## src/rtl/calc_sequencer.sv

```systemverilog
// Control FSM for the calculator: turns keypad pulses into holder commands and times the ALU execute window.
// Latency: commands are registered (event at edge N -> Sel valid N..N+1); result commit EXEC_CYCLES edges after Eq.
// Backpressure: none; pulses that arrive while busy or are outranked in their cycle are dropped, not queued.
module calc_sequencer #(
    parameter int EXEC_CYCLES = 4
) (
    input  logic       clock,
    input  logic       reset,
    input  logic       NumValid,
    input  logic       OpValid,
    input  logic [1:0] OpIn,
    input  logic       Eq,
    input  logic       Clr,
    output logic [2:0] Sel,
    output logic [1:0] AluOp,
    output logic       Busy,
    output logic       Done
);

    localparam logic [2:0] ST_INIT   = 3'd0;
    localparam logic [2:0] ST_IDLE   = 3'd1;
    localparam logic [2:0] ST_HAVE_A = 3'd2;
    localparam logic [2:0] ST_WAIT_B = 3'd3;
    localparam logic [2:0] ST_HAVE_B = 3'd4;
    localparam logic [2:0] ST_EXEC   = 3'd5;
    localparam logic [2:0] ST_SHOW   = 3'd6;

    localparam logic [2:0] SEL_HOLD   = 3'b000;
    localparam logic [2:0] SEL_LD_A   = 3'b001;
    localparam logic [2:0] SEL_LD_B   = 3'b010;
    localparam logic [2:0] SEL_LD_RES = 3'b011;
    localparam logic [2:0] SEL_CLR    = 3'b100;

    // Counter is loaded with EXEC_CYCLES-1 so that commit lands exactly EXEC_CYCLES edges after Eq.
    localparam logic [3:0] CNT_LOAD = 4'(EXEC_CYCLES - 1);

    logic [2:0] state_q, state_d;
    logic [2:0] sel_q, sel_d;
    logic [1:0] alu_op_q, alu_op_d;
    logic       busy_q, busy_d;
    logic       done_q, done_d;
    logic [3:0] cnt_q, cnt_d;
    logic       chain_q, chain_d;
    logic [1:0] pend_q, pend_d;

    // Priority-resolved events: only the highest-ranked pulse of a cycle survives (Clr handled separately).
    logic ev_eq, ev_op, ev_num;
    assign ev_eq  = Eq;
    assign ev_op  = OpValid & ~Eq;
    assign ev_num = NumValid & ~OpValid & ~Eq;

    // Next-state and command decode.
    always_comb begin
        state_d  = state_q;
        sel_d    = SEL_HOLD;
        alu_op_d = alu_op_q;
        busy_d   = busy_q;
        done_d   = 1'b0;
        cnt_d    = cnt_q;
        chain_d  = chain_q;
        pend_d   = pend_q;

        if (state_q != ST_INIT && Clr) begin
            state_d  = ST_IDLE;
            sel_d    = SEL_CLR;
            alu_op_d = 2'b00;
            busy_d   = 1'b0;
            chain_d  = 1'b0;
            cnt_d    = 4'd0;
        end else begin
            case (state_q)
                ST_INIT: begin
                    sel_d   = SEL_CLR;
                    state_d = ST_IDLE;
                end
                ST_IDLE: begin
                    if (ev_num) begin
                        sel_d   = SEL_LD_A;
                        state_d = ST_HAVE_A;
                    end
                end
                ST_HAVE_A: begin
                    if (ev_op) begin
                        alu_op_d = OpIn;
                        state_d  = ST_WAIT_B;
                    end else if (ev_num) begin
                        sel_d = SEL_LD_A;
                    end
                end
                ST_WAIT_B: begin
                    if (ev_op) begin
                        alu_op_d = OpIn;
                    end else if (ev_num) begin
                        sel_d   = SEL_LD_B;
                        state_d = ST_HAVE_B;
                    end
                end
                ST_HAVE_B: begin
                    if (ev_eq) begin
                        state_d = ST_EXEC;
                        busy_d  = 1'b1;
                        cnt_d   = CNT_LOAD;
                    end else if (ev_op) begin
                        // Chained operator: current op executes now, the new one is applied at commit.
                        pend_d  = OpIn;
                        chain_d = 1'b1;
                        state_d = ST_EXEC;
                        busy_d  = 1'b1;
                        cnt_d   = CNT_LOAD;
                    end else if (ev_num) begin
                        sel_d = SEL_LD_B;
                    end
                end
                ST_EXEC: begin
                    if (cnt_q == 4'd0) begin
                        sel_d  = SEL_LD_RES;
                        done_d = 1'b1;
                        busy_d = 1'b0;
                        if (chain_q) begin
                            alu_op_d = pend_q;
                            chain_d  = 1'b0;
                            state_d  = ST_WAIT_B;
                        end else begin
                            state_d = ST_SHOW;
                        end
                    end else begin
                        cnt_d = cnt_q - 4'd1;
                    end
                end
                ST_SHOW: begin
                    if (ev_eq) begin
                        // Repeat-equals: HolderB and AluOp are reused as-is.
                        state_d = ST_EXEC;
                        busy_d  = 1'b1;
                        cnt_d   = CNT_LOAD;
                    end else if (ev_op) begin
                        alu_op_d = OpIn;
                        state_d  = ST_WAIT_B;
                    end else if (ev_num) begin
                        sel_d   = SEL_LD_A;
                        state_d = ST_HAVE_A;
                    end
                end
                default: begin
                    state_d = ST_INIT;
                end
            endcase
        end
    end

    // State and output registers with synchronous reset.
    always_ff @(posedge clock) begin
        if (reset) begin
            state_q  <= ST_INIT;
            sel_q    <= SEL_HOLD;
            alu_op_q <= 2'b00;
            busy_q   <= 1'b0;
            done_q   <= 1'b0;
            cnt_q    <= 4'd0;
            chain_q  <= 1'b0;
            pend_q   <= 2'b00;
        end else begin
            state_q  <= state_d;
            sel_q    <= sel_d;
            alu_op_q <= alu_op_d;
            busy_q   <= busy_d;
            done_q   <= done_d;
            cnt_q    <= cnt_d;
            chain_q  <= chain_d;
            pend_q   <= pend_d;
        end
    end

    assign Sel   = sel_q;
    assign AluOp = alu_op_q;
    assign Busy  = busy_q;
    assign Done  = done_q;

endmodule

```

## config.mk

```make
export PLATFORM = sky130hd
export DESIGN_NAME = calc_sequencer
export DESIGN_NICKNAME = d
export VERILOG_FILES = /design/src/rtl/calc_sequencer.sv
export SDC_FILE = /design/constraint.sdc
export NUM_CORES = 1
export LEC_CHECK = 0
export ABC_AREA = 1
export CAP_MARGIN = 40
export CORE_MARGIN = 2
export CORE_UTILIZATION = 35
export CTS_BUF_LIST = sky130_fd_sc_hd__clkbuf_4
export DETAILED_ROUTE_END_ITERATION = 12
export DONT_BUFFER_PORTS = 1
export PLACE_DENSITY = 0.55
export SYNTH_ARGS = -nofsm -noshare
export SYNTH_HDL_FRONTEND = slang
export SYNTH_SLANG_ARGS = --single-unit
```

## constraint.sdc

```tcl
create_clock -name clock -period 3.8 [get_ports clock]
set_clock_uncertainty 0.2 [all_clocks]
set_input_delay 0.38 -clock clock [delete_from_list [all_inputs] [get_ports clock]]
set_output_delay 0.38 -clock clock [all_outputs]
set_load 0.05 [all_outputs]
```

==> results.yml <==
global_routing:
  grt_start_max_net_pins: 13
  grt.total_usage: 0.133
  overflow: 0
  grt_first_pass_wirelength_mm: 3.51
  grt_pass1_vias: 823
  grt_antenna_before_repair: 0
logic_synthesis:
  synth_top_area_share: 0.333
  yosysWarnings: 0
  yosysSeqAreaShare: 0.333
  synth-edff-count: 0
  synth_seq_cells: 17
  synth_cell_types: 23
  avgSynthCellArea_um2: 7.06
  synth_largest_area_cell: "dfxtp_1"
  synth_area_leaders: "dfxtp_1, nand2_1, a21oi_1"
  yosysMostFrequentCell: "nand2_1"
  synth_ff_type: "dfxtp_1"
  async_reset_ff_frac: 0
  syn_nets: 155
  synthCells: 145
  netlist_top_cells_count: "nand2_1, dfxtp_1, nor2_1, a21oi_1, inv_1"
  syn_area_um2: 1020
setup_path:
  cp-start-kind: "flip-flop"
  cp_max_fo: 11
  crit_path_end_kind: "flip-flop"
  worst_r2r_path_depth: 6
  path_common_cell: "nand2_2"
  cp_data_required_time_ns: 3.82
  worstPathArrival_ns: 1.80
  crit_slowest_cell: "dfxtp_1"
  critical_path_class: "flip-flop to flip-flop"
  max_stage_delay_ns: 0.69
  crit_chain: "nand3_4 > inv_4 > nand2_2 > nand2_2 > o21ai_0 > a21oi_1"
die:
  io_pins: 15
  initial_core_util: 0.371
  die_x_um: 58.1
  rows: 19
  die_height_um: 58.1
  fp.coreArea_um2: 2760
  dieArea_um2: 3370
timing:
  finalWorstSetupSlack_ns: 2.02
  hold_violations: 0
  tightest_slew_ns: 0.564
  slew_viol_final: 0
  setup_viol: 0
  period_needed_ns: 1.78
  max_freq_mhz: 561
  max-slew-margin-rel: 0.624
  whs_ns: 0.0418
  rsz0062_at_grt: "no"
  fin_crit_sh: 0.469
  fin_setup_tns_ns: 0
pwr:
  p_per_area_nw_per_um2: 297
  p_leak_nw: 0.463
  peakVddDrop_mv: 0.303
final_layout:
  diodes: 0
  layout.nets: 158
  post-route-cell-area_um2: 1070
  syn_to_final_growth_pct: 4.77
  drive_gt1_frac: 0.170
worst_hold_path:
  min_path_type: "input port to flip-flop"
  hold_path_depth: 2
detailed_routing:
  drt_iter0_drc: 22
  via_per_inst: 4.98
  dr.pass1.iters: 4
  drc: 0
  detail_route.wl_per_cell_um: 10.8
  vias: 887
  antenna_left: 0
  wirelength_mm: 1.92
placed_design:
  placedInstanceArea_um2: 1030
  portBuffers: 0
  pre_cts_slack_ns: 2.02
  place_congestion: 0.833
  dp_hpwl_mm: 1.55
clock_tree:
  post_cts_buffers: 0
  cts_tree: "done"
  htree_levels: 1
  cts.sinks: 17
  ctsRootBufferMaster: "clkbuf_4"
  cts_made_buffers: 3
  clock_latency_ns: 0.28
  clockBufferDepth: 2
  clk_pin_slew_ns: 0.09
flow_run:
  drv_cap: 0
run_status:
  status: "finished clean"
through the flow:
stage	power, mW	std cells	utilization
6_report	0.319	178	0.389
4_1_cts	0.326	178	0.389
2_1_floorplan	0.219	145	-
3_5_place_dp	0.223	173	0.374
3_3_place_gp	0.222	173	0.374
5_1_grt	0.341	178	0.389
repair_timing:
action	4_1_cts	5_1_grt
hold buffers	1	0
resized for setup	0	0
endpoints found under the hold margin	2	0
critical path: cells and delay by family (launching register included):
family / cells / cell delay [ns]
and+or+nand+nor: 3 / 0.45
AOI/OAI and AO/OA: 2 / 0.25
DFF: 1 / 0.69
buffers and inverters: 1 / 0.13
power breakdown:
part           switching [mW]  total (mW)  internal (mW)
clock network          0.0519      0.0997         0.0479
registers              0.0105       0.191          0.181
logic                  0.0183      0.0280        0.00969
total                  0.0806       0.319          0.238
per-layer routing:
metal | track usage | vias up | part of all wire
met5 | 0 | - | 0
met4 | 0.0299 | 0 | 0.0088
met3 | 0.0536 | 2 | 0.060
met2 | 0.208 | 21 | 0.45
met1 | 0.173 | 387 | 0.48
li1 | - | 477 | -
kinds of logic (layout without fill, tap and decap cells):
family,count (synthesis),count (layout),synth area share
and+or+nand+nor,72,72,0.364
AOI/OAI and AO/OA,31,31,0.159
buffers and inverters,21,23,0.103
DFF,17,17,0.333
adders and majority gates,2,2,0.0244
xor gates and xnor gates,2,2,0.0171
sequential cells by signal, indices dropped and copies added (netlist names):
signal	flops
state_q	3
AluOp	2
cnt_q	4
Sel	3
chain_q	1
Busy	1
pend_q	2
Done	1
path summary, 6_finish.rpt:
kind | slack, ns | to | startpoint
hold reg to reg | 0.25 | pend_q[1] | pend_q[1]
setup / recovery | 2.02 | state_q[1] | state_q[0]
hold / removal | 0.04 | Sel[2] | Clr
setup reg to reg | 2.02 | state_q[1] | state_q[0]
layout by cell type (no fill, tap or decap):
cell type / instances
nor3_1: 1
inv_2: 3
a21oi_2: 2
xor2_1: 2
nand3_4: 1
dlygate4sd3_1: 1
a21oi_1: 15
nor2_4: 4
ha_1: 2
nand2_2: 4
nand4_2: 1
inv_1: 13
o21ai_0: 12
dfxtp_1: 17
nand4_1: 2
o21ai_1: 2
nand2_1: 31
nor2_1: 17
inv_6: 1
nand3_1: 7
nand3_2: 4
inv_4: 1
clkbuf_4: 4
layout make-up:
type                       count  area [um^2]
fill                         299         1690
multi-input combinational    107          578
sequential                    17          340
inverter                      18         75.1
tap                           31         38.8
clock buffer                   4         30.0
timing repair buffer           1         10.0
No activity file was read; power rests on OpenSTA's default activity.
